**src/rtl/mem_load_if.sv**
```systemverilog
// mem_load_if: load request, data-memory read handshake and result bus of the load unit
interface mem_load_if;
    logic        start;
    logic [31:0] addr;
    logic [1:0]  size;
    logic        unsigned_ld;
    logic        mem_rd_en;
    logic [31:0] mem_addr;
    logic [31:0] mem_rdata;
    logic        mem_ready;
    logic [31:0] Mem_D_out;
    logic        busy;
    logic        done;
    logic        err;
    modport master (
        output start, addr, size, unsigned_ld, mem_rdata, mem_ready,
        input  mem_rd_en, mem_addr, Mem_D_out, busy, done, err
    );
    modport slave (
        input  start, addr, size, unsigned_ld, mem_rdata, mem_ready,
        output mem_rd_en, mem_addr, Mem_D_out, busy, done, err
    );
endinterface

```
**src/rtl/mem_load_unit.sv**
```systemverilog
// mem_load_unit: data-memory load handshake with byte/halfword extraction into Mem_D_out; LOAD_ALIGN_CHECK_EN enables misalignment errors
module mem_load_unit #(
    parameter int TIMEOUT = 15
) (
    input  logic     clk,
    input  logic     rst_n,
    mem_load_if.slave bus
);
    typedef enum logic [1:0] {IDLE, WAIT, DONE} state_t;
    localparam logic [7:0] LAST = 8'(TIMEOUT - 1);
    state_t      state_q, state_d;
    logic [7:0]  cnt_q, cnt_d;
    logic [31:0] addr_q, addr_d;
    logic [31:0] dout_q, dout_d;
    logic [1:0]  size_q, size_d;
    logic        uns_q, uns_d;
    logic        rd_en_q, rd_en_d;
    logic        err_q, err_d;
    logic        mis;
    logic [7:0]  lane_b;
    logic [15:0] lane_h;
    logic [31:0] ext;

`ifdef LOAD_ALIGN_CHECK_EN
    assign mis = (bus.size == 2'b01 && bus.addr[0]) || (bus.size[1] && bus.addr[1:0] != 2'b00);
`else
    assign mis = 1'b0;
`endif

    // pick the addressed lane and extend it to 32 bits
    always_comb begin
        lane_b = bus.mem_rdata[{addr_q[1:0], 3'b000} +: 8];
        lane_h = bus.mem_rdata[{addr_q[1], 4'b0000} +: 16];
        ext    = size_q[1] ? bus.mem_rdata :
                 size_q[0] ? {{16{lane_h[15] & ~uns_q}}, lane_h} :
                             {{24{lane_b[7] & ~uns_q}}, lane_b};
    end

    // next-state and datapath updates of the IDLE/WAIT/DONE controller
    always_comb begin
        state_d = state_q;
        cnt_d   = cnt_q;
        addr_d  = addr_q;
        size_d  = size_q;
        uns_d   = uns_q;
        rd_en_d = rd_en_q;
        err_d   = err_q;
        dout_d  = dout_q;
        case (state_q)
            IDLE: if (bus.start) begin
                addr_d  = bus.addr;
                size_d  = bus.size;
                uns_d   = bus.unsigned_ld;
                cnt_d   = '0;
                err_d   = mis;
                rd_en_d = ~mis;
                state_d = mis ? DONE : WAIT;
            end
            WAIT: if (bus.mem_ready) begin
                dout_d  = ext;
                rd_en_d = 1'b0;
                state_d = DONE;
            end else if (cnt_q == LAST) begin
                rd_en_d = 1'b0;
                err_d   = 1'b1;
                state_d = DONE;
            end else begin
                cnt_d = cnt_q + 8'd1;
            end
            default: state_d = IDLE;
        endcase
    end

    // state and datapath registers, cleared asynchronously
    always_ff @(posedge clk or negedge rst_n) begin
        if (!rst_n) begin
            state_q <= IDLE;
            cnt_q   <= '0;
            addr_q  <= '0;
            size_q  <= '0;
            uns_q   <= 1'b0;
            rd_en_q <= 1'b0;
            err_q   <= 1'b0;
            dout_q  <= '0;
        end else begin
            state_q <= state_d;
            cnt_q   <= cnt_d;
            addr_q  <= addr_d;
            size_q  <= size_d;
            uns_q   <= uns_d;
            rd_en_q <= rd_en_d;
            err_q   <= err_d;
            dout_q  <= dout_d;
        end
    end

    assign bus.mem_rd_en = rd_en_q;
    assign bus.mem_addr  = {addr_q[31:2], 2'b00};
    assign bus.Mem_D_out = dout_q;
    assign bus.busy      = state_q != IDLE;
    assign bus.done      = state_q == DONE;
    assign bus.err       = err_q;
endmodule

```
**src/flat_wrapper.sv**
```systemverilog
// flat-port wrapper written by rule: the top's interface ports become plain ports
module mem_load_unit_flat 
#(
    parameter int TIMEOUT = 15
)
  (clk, rst_n, bus_start, bus_addr, bus_size, bus_unsigned_ld, bus_mem_rdata, bus_mem_ready, bus_mem_rd_en, bus_mem_addr, bus_Mem_D_out, bus_busy, bus_done, bus_err);
  mem_load_if bus_i ();
  input  logic clk;
  input  logic rst_n;
  input wire logic [$bits(bus_i.start)-1:0] bus_start;
  input wire logic [$bits(bus_i.addr)-1:0] bus_addr;
  input wire logic [$bits(bus_i.size)-1:0] bus_size;
  input wire logic [$bits(bus_i.unsigned_ld)-1:0] bus_unsigned_ld;
  input wire logic [$bits(bus_i.mem_rdata)-1:0] bus_mem_rdata;
  input wire logic [$bits(bus_i.mem_ready)-1:0] bus_mem_ready;
  output wire logic [$bits(bus_i.mem_rd_en)-1:0] bus_mem_rd_en;
  output wire logic [$bits(bus_i.mem_addr)-1:0] bus_mem_addr;
  output wire logic [$bits(bus_i.Mem_D_out)-1:0] bus_Mem_D_out;
  output wire logic [$bits(bus_i.busy)-1:0] bus_busy;
  output wire logic [$bits(bus_i.done)-1:0] bus_done;
  output wire logic [$bits(bus_i.err)-1:0] bus_err;
  assign bus_i.start = bus_start;
  assign bus_i.addr = bus_addr;
  assign bus_i.size = bus_size;
  assign bus_i.unsigned_ld = bus_unsigned_ld;
  assign bus_i.mem_rdata = bus_mem_rdata;
  assign bus_i.mem_ready = bus_mem_ready;
  assign bus_mem_rd_en = bus_i.mem_rd_en;
  assign bus_mem_addr = bus_i.mem_addr;
  assign bus_Mem_D_out = bus_i.Mem_D_out;
  assign bus_busy = bus_i.busy;
  assign bus_done = bus_i.done;
  assign bus_err = bus_i.err;
  mem_load_unit #(.TIMEOUT(TIMEOUT)) u_core (.clk(clk), .rst_n(rst_n), .bus(bus_i));
endmodule
```
**config.mk**
```make
export PLATFORM = sky130hd
export DESIGN_NAME = mem_load_unit_flat
export DESIGN_NICKNAME = d
export VERILOG_FILES = /design/src/rtl/mem_load_if.sv /design/src/rtl/mem_load_unit.sv /design/src/flat_wrapper.sv
export SDC_FILE = /design/constraint.sdc
export NUM_CORES = 1
export LEC_CHECK = 0
export ABC_AREA = 1
export CORE_ASPECT_RATIO = 0.8
export CORE_MARGIN = 5
export CORE_UTILIZATION = 32
export CTS_BUF_LIST = sky130_fd_sc_hd__clkbuf_4 sky130_fd_sc_hd__clkbuf_8
export CTS_CLUSTER_DIAMETER = 120
export CTS_CLUSTER_SIZE = 14
export DETAILED_ROUTE_END_ITERATION = 7
export PLACE_DENSITY = 0.7
export SETUP_SLACK_MARGIN = 0.02
export SYNTH_ARGS = -nofsm -noshare
export SYNTH_HDL_FRONTEND = slang
export SYNTH_SLANG_ARGS = --single-unit
```
**constraint.sdc**
```tcl
create_clock -name clk -period 1.4 [get_ports clk]
set_clock_uncertainty 0.15 [all_clocks]
set_input_delay 0.21 -clock clk [delete_from_list [all_inputs] [get_ports clk]]
set_output_delay 0.21 -clock clk [all_outputs]
set_load 0.03 [all_outputs]
```
==> results.json <==
{
  "p_leak_nw": 3.21,
  "ys_ff_latch": 79,
  "core_area_um2": 12800,
  "num_vias": 3908,
  "grt_pass1_wl_um": 20000,
  "crit_arrival_ps": 1590,
  "power_mw": 13.8,
  "hold_viol": 0,
  "synth_warnings": 0,
  "start_util_pct": 32.5,
  "setup_violations": 33,
  "cts.sinks": 79,
  "path_class": "reg -> reg",
  "drt_wl_total_um": 13000,
  "ys_types": 37,
  "synth-xor-area-share_pct": 0.633,
  "track_usage_pct": 16.3,
  "setup_slack_ps": -103,
  "syn_area_um2": 4150,
  "irDropWorstVdd_mv": 1.32,
  "synth-edff-count": 0,
  "hp-class": "in -> async",
  "via_per_inst": 4.64,
  "rsz0062_at_grt": "yes",
  "status": "finished with violations",
  "place_ws_ps": -322,
  "grt_pass1_vias": 3900,
  "synth_area_leaders": "dfrtp_1 48%, nand2_1 17%, buf_4 6.0%, a21oi_1 3.1%, a21boi_2 2.7%",
  "place_area_um2": 5870,
  "ys_top_cells_by_count": "191 x nand2_1, 79 x dfrtp_1, 33 x buf_4, 26 x a21oi_1, 23 x inv_1",
  "synthAdderAreaFrac_pct": 0.603,
  "setup_tns_ps": -1570,
  "clock_latency_ps": 350,
  "drv_slew": 0,
  "die_area_um2": 15400,
  "async_reset_ff_share_pct": 100,
  "grt_max_degree": 33,
  "synth_top_area_share_pct": 47.6,
  "power_density_nw_per_um2": 2100,
  "cp-start-kind": "flop",
  "period_share_pct": 107,
  "first_pass_iters": 4,
  "dpl.hpwl_um": 8890,
  "clockBufferDepth": 2,
  "synth.area.mux_share_pct": 0,
  "diodes": 0,
  "top_level_ports": 139,
  "synth.avg_cell_area_um2": 8.24,
  "post-route-drc-count": 0,
  "clk_pin_slew_worst_paths_ps": 80,
  "synth_top_family_by_area": "simple AND/OR/NAND/NOR gates",
  "clockRootBuffer": "clkbuf_8",
  "placement_rows": 37,
  "die_w_um": 137,
  "fmax_mhz": 665,
  "drive_gt1_share_pct": 39.4,
  "path_max_fanout": 7,
  "antenna_found_initial": 0,
  "cts_tree": "yes",
  "synth_ff_type": "dfrtp_1",
  "syn2layout_area_growth_pct": 58.6,
  "yosys.area.top_type": "dfrtp_1",
  "io_buffer_count": 136,
  "synth_cells": 504,
  "synthMostInstantiatedCell": "nand2_1",
  "cts_max_level": 3,
  "rr_worst_depth": 6,
  "period_needed_ps": 1500,
  "synthSimpleGateAreaFrac_pct": 26.8,
  "cts_buffers": 9,
  "nNetsFinal": 736,
  "globalplace.congestion": 0.853,
  "overflow": 0,
  "crit_path_end_kind": "flop",
  "violations": "setup timing",
  "ys_seq_area_share_pct": 47.6,
  "design_area_um2": 6590,
  "ant_nets": 0,
  "maxCapViolCount": 0,
  "fillers": 1157,
  "die_y_um": 112,
  "synth-compound-area-share_pct": 12.1,
  "wl_per_cell_um": 15.4,
  "cp.required_ps": 1490,
  "drt_iter0_drc": 204
}
-- final timing paths --
kind	startpoint	end	slack [ps]
worst max register to register	u_core.state_q[0]$_DFFE_PN0P_	u_core.bus.Mem_D_out[31]$_DFFE_PN0P_	-100
min in group clk	bus_addr[10]	u_core.addr_q[10]$_DFFE_PN0P_	240
max in group asynchronous	rst_n	u_core.addr_q[0]$_DFFE_PN0P_	510
worst max-delay path	u_core.state_q[0]$_DFFE_PN0P_	u_core.bus.Mem_D_out[31]$_DFFE_PN0P_	-100
worst min-delay path	rst_n	u_core.bus.Mem_D_out[22]$_DFFE_PN0P_	120
worst min register to register	u_core.addr_q[6]$_DFFE_PN0P_	u_core.addr_q[6]$_DFFE_PN0P_	330
-- routing by layer --
layer	routed length (um)	track usage, %
met5	0	0
met4	270	5.12
met3	713	3.93
met2	6410	26.4
met1	5580	21.4
-- layout by cell type (no fill, tap or decap), drive strengths merged, types with 16 or more instances in the layout --
cell type        n
dfrtp           79
nand2          204
inv             31
buf            126
or2             17
nand3           22
a21oi           27
o21ai           27
clkdlybuf4s50   69
a21boi          16
-- critical path: stages (launching register included) --
cell and delay, ps:
dfrtp_2 460, nand2_4 110, inv_6 50, nand2_8 160, inv_12 50, or2_2 270, a21boi_1 130
-- sequential cells by signal (all words and copies together) (netlist names) --
signal	count
u_core.bus.mem_rd_en	1
u_core.bus.err	1
u_core.size_q	2
u_core.state_q	2
u_core.addr_q	32
u_core.cnt_q	8
u_core.uns_q	1
u_core.bus.Mem_D_out	32
-- area by class of cell --
cell class,instances,area (um^2),area share (%)
Clock buffer,12,153,2.32
Tap cell,175,219,3.32
Timing Repair inverter,3,31.3,0.475
Sequential cell,79,1980,30.1
Clock inverter,3,43.8,0.665
Timing Repair Buffer,197,1910,29.0
Multi-Input combinational cell,344,2120,32.2
Inverter,29,129,1.96
-- cells by family after synthesis --
family | after synthesis
XOR/XNOR | 3
buffers and inverters | 84
other | 1
AO/OA/AOI/OAI | 79
flip-flops | 79
AND/OR/NAND/NOR | 256
adder cells (fa/ha/maj) | 2
-- stage by stage --
| stage | hold slack, ps | util, % | std cells |
|---|---|---|---|
| 2_1_floorplan | -236 | - | 505 |
| 3_3_place_gp | -47.1 | 45.9 | 811 |
| 3_5_place_dp | -41.3 | 45.9 | 811 |
| 4_1_cts | 98.0 | 48.7 | 836 |
| 5_1_grt | 130 | 51.6 | 842 |
| 6_report | 116 | 51.6 | 842 |
-- power by group --
group	total (mW)	internal (mW)	switching, mW	leakage (nW)
Sequential	4.00	3.21	0.792	0.969
Combinational	8.09	3.45	4.64	2.14
Clock	1.73	0.905	0.830	0.103
-- what timing repair did --
item,CTS,global route
setup endpoints to repair,108,82
gates resized for setup,210,84
hold endpoints to repair,79,0
setup buffers,6,4
cloned,4,3
hold buffers,1,0
pin swaps,9,27
Note: power is estimated with default switching activity, not from simulation.
==> RTL edit (config.mk and constraints unchanged) <==
Re-encode `state_t` (3 states) as one-hot, 3 bits wide.
--- a/src/rtl/mem_load_unit.sv
+++ b/src/rtl/mem_load_unit.sv
@@ -6,7 +6,7 @@
     input  logic     rst_n,
     mem_load_if.slave bus
 );
-    typedef enum logic [1:0] {IDLE, WAIT, DONE} state_t;
+    typedef enum logic [2:0] {IDLE = 3'b001, WAIT = 3'b010, DONE = 3'b100} state_t;
     localparam logic [7:0] LAST = 8'(TIMEOUT - 1);
     state_t      state_q, state_d;
     logic [7:0]  cnt_q, cnt_d;
Check against the original RTL: no difference found for any inputs over 10 cycles, from zero or initial values and one cycle with rst_n low; not proved beyond that.
==> RTL edit against the unedited design <==
- wire length decreased by 0.99%
- synthesized area grew 4.3%
- the flow still finishes with violations (negative setup slack)
- total power up 10%
- largest power group unchanged
- sequential cell count increased by 1
- final area rose by 2.0%
- worst setup slack worse by 130 ps
- critical path depth decreased by 3
- critical endpoint is now bus_done
- highest routed layer unchanged
- via count decreased by 2.6%
==> RTL edit: results (changes against the unedited design) <==
[critical_path]
critPathLaunch=u_core.state_q[1]  ; was u_core.state_q[0]
worstPathArrival_ps=1270  ; was 1590 ps
rrSetupSlack_ps=-220  ; was -100 ps
ff2ff_path_depth=5  ; was 6
worstPathMaxFanout=3  ; was 7
r2r-start=u_core.state_q[2]  ; was u_core.state_q[0]
endpoint=bus_done  ; was u_core.bus.Mem_D_out[31]
r2r_end=u_core.addr_q[19]  ; was u_core.bus.Mem_D_out[31]

[global_routing]
grt_pass1_wl_um=19400  ; was 20,000 um
track_usage_pct=15.0  ; was 16.3%
use_met2_pct=23.7  ; was 26.4%
grt_pass1_vias=3821  ; was 3,900
use_met3_pct=4.38  ; was 3.93%
grt_max_degree=42  ; was 33
antenna_found_initial=0  ; unchanged
grt_use_met1_pct=20.1  ; was 21.4%

[logic_synthesis]
synth_area_leaders=dfrtp_1 (46%), mux2_4 (10%), nand2_1 (8.6%)  ; was dfrtp_1 (48%), nand2_1 (17%), buf_4 (6.0%)
synth.distinct_cells=35  ; was 37
avgSynthCellArea_um2=9.65  ; was 8.24 um^2
synthTopCellsByCount=nand2_1 (99), dfrtp_1 (79), a21oi_1 (39), nor2_1 (35), buf_4 (32)  ; was nand2_1 (191), dfrtp_1 (79), buf_4 (33), a21oi_1 (26), inv_1 (23)
yosysSeqAreaShare_pct=46.2  ; was 47.6%

[power]
finalPower_mw=15.2  ; was 13.8 mW
ir_drop_mv=1.48  ; was 1.32 mV
p_comb_mw=9.09  ; was 8.09 mW
p_seq_share_pct=27.5  ; was 28.9%
power_density_nw_per_um2=2270  ; was 2100 nW/um^2
p_sw_share_pct=44.2  ; was 45.3%
leakagePower_nw=3.15  ; was 3.21 nW

[placement]
finalWeightedCongestion=0.894  ; was 0.853
dp.cells=757  ; was 811
dp_hpwl_um=8660  ; was 8890 um
place_area_um2=5850  ; was 5870 um^2
dp_slack_ps=-325  ; was -322 ps

[clock_tree]
holdBufCountCts=1  ; unchanged
cts.repair.resized=151  ; was 210
cts_max_level=3  ; unchanged
clkTransAtPathRegs_ps=80  ; about the same
numCtsBuffers=9  ; unchanged
clkLatencyLatePin_ps=350  ; about the same
cts_setup_buffers=10  ; was 6

[route]
dr.pass1.iters=5  ; was 4
drt-vias-per-instance=4.73  ; was 4.64
routed_wl_um=12800  ; was 13,000 um
met2_wirelength_um=6160  ; was 6410 um
drt-met1-wl_um=5460  ; was 5580 um
drt_iter0_drc=214  ; was 204
maxUsedRoutingLayer=met4  ; unchanged
wl_met3_um=971  ; was 713 um

[outcome]
status=complete, but fails checks  ; unchanged
violations=negative setup slack  ; unchanged

[worst_hold_path]
hold_path.class=input pin to asynchronous set/reset pin  ; unchanged

[sta]
tns_ps=-13640  ; was -1570 ps
holdWs_ps=113  ; was 116 ps
finalSetupViolations=81  ; was 33
setup_ws_ps=-234  ; was -103 ps

[layout]
instances_no_fill=804  ; was 842
n_fill_cell=1226  ; was 1,157
nets=691  ; was 736
layout-drive-gt1-share_pct=48.3  ; was 39.4%

-- RTL edit: cell types whose count changed in the layout (fill, tap and decap cells not counted), moves of 10 or more --
| cell | change |
|---|---|
| nand2_1 | -86 |
| mux2_4 | +30 |
| buf_4 | +17 |
| a21oi_2 | +16 |
| a21boi_2 | -13 |
| buf_12 | -10 |
| nor2_2 | +10 |
-- RTL edit: cell type report --
type / count / area share [%]
antenna: 1 / 0.0373
clock inverter: 5 / 1.17
clock buffer: 11 / 2.16
inverter: 25 / 1.62
tap: 180 / 3.35
timing repair buffer: 207 / 29.0
sequential: 80 / 29.9
multi-input combinational: 295 / 32.8
-- RTL edit: logic make-up after synthesis --
kind of cell / synth area share [%]
xor+xnor: 0.607
simple gates: 19.9
fa+ha+maj: 0.578
other cells: 0.0866
compound gates: 10.2
buf+inv: 12.0
flops: 46.2
mux: 10.4
-- RTL edit: worst max-delay path, cell delays in order, from the launching register on --
cell and delay [ps]:
dfrtp_2 440, buf_6 140, nor3_4 190, buf_6 150
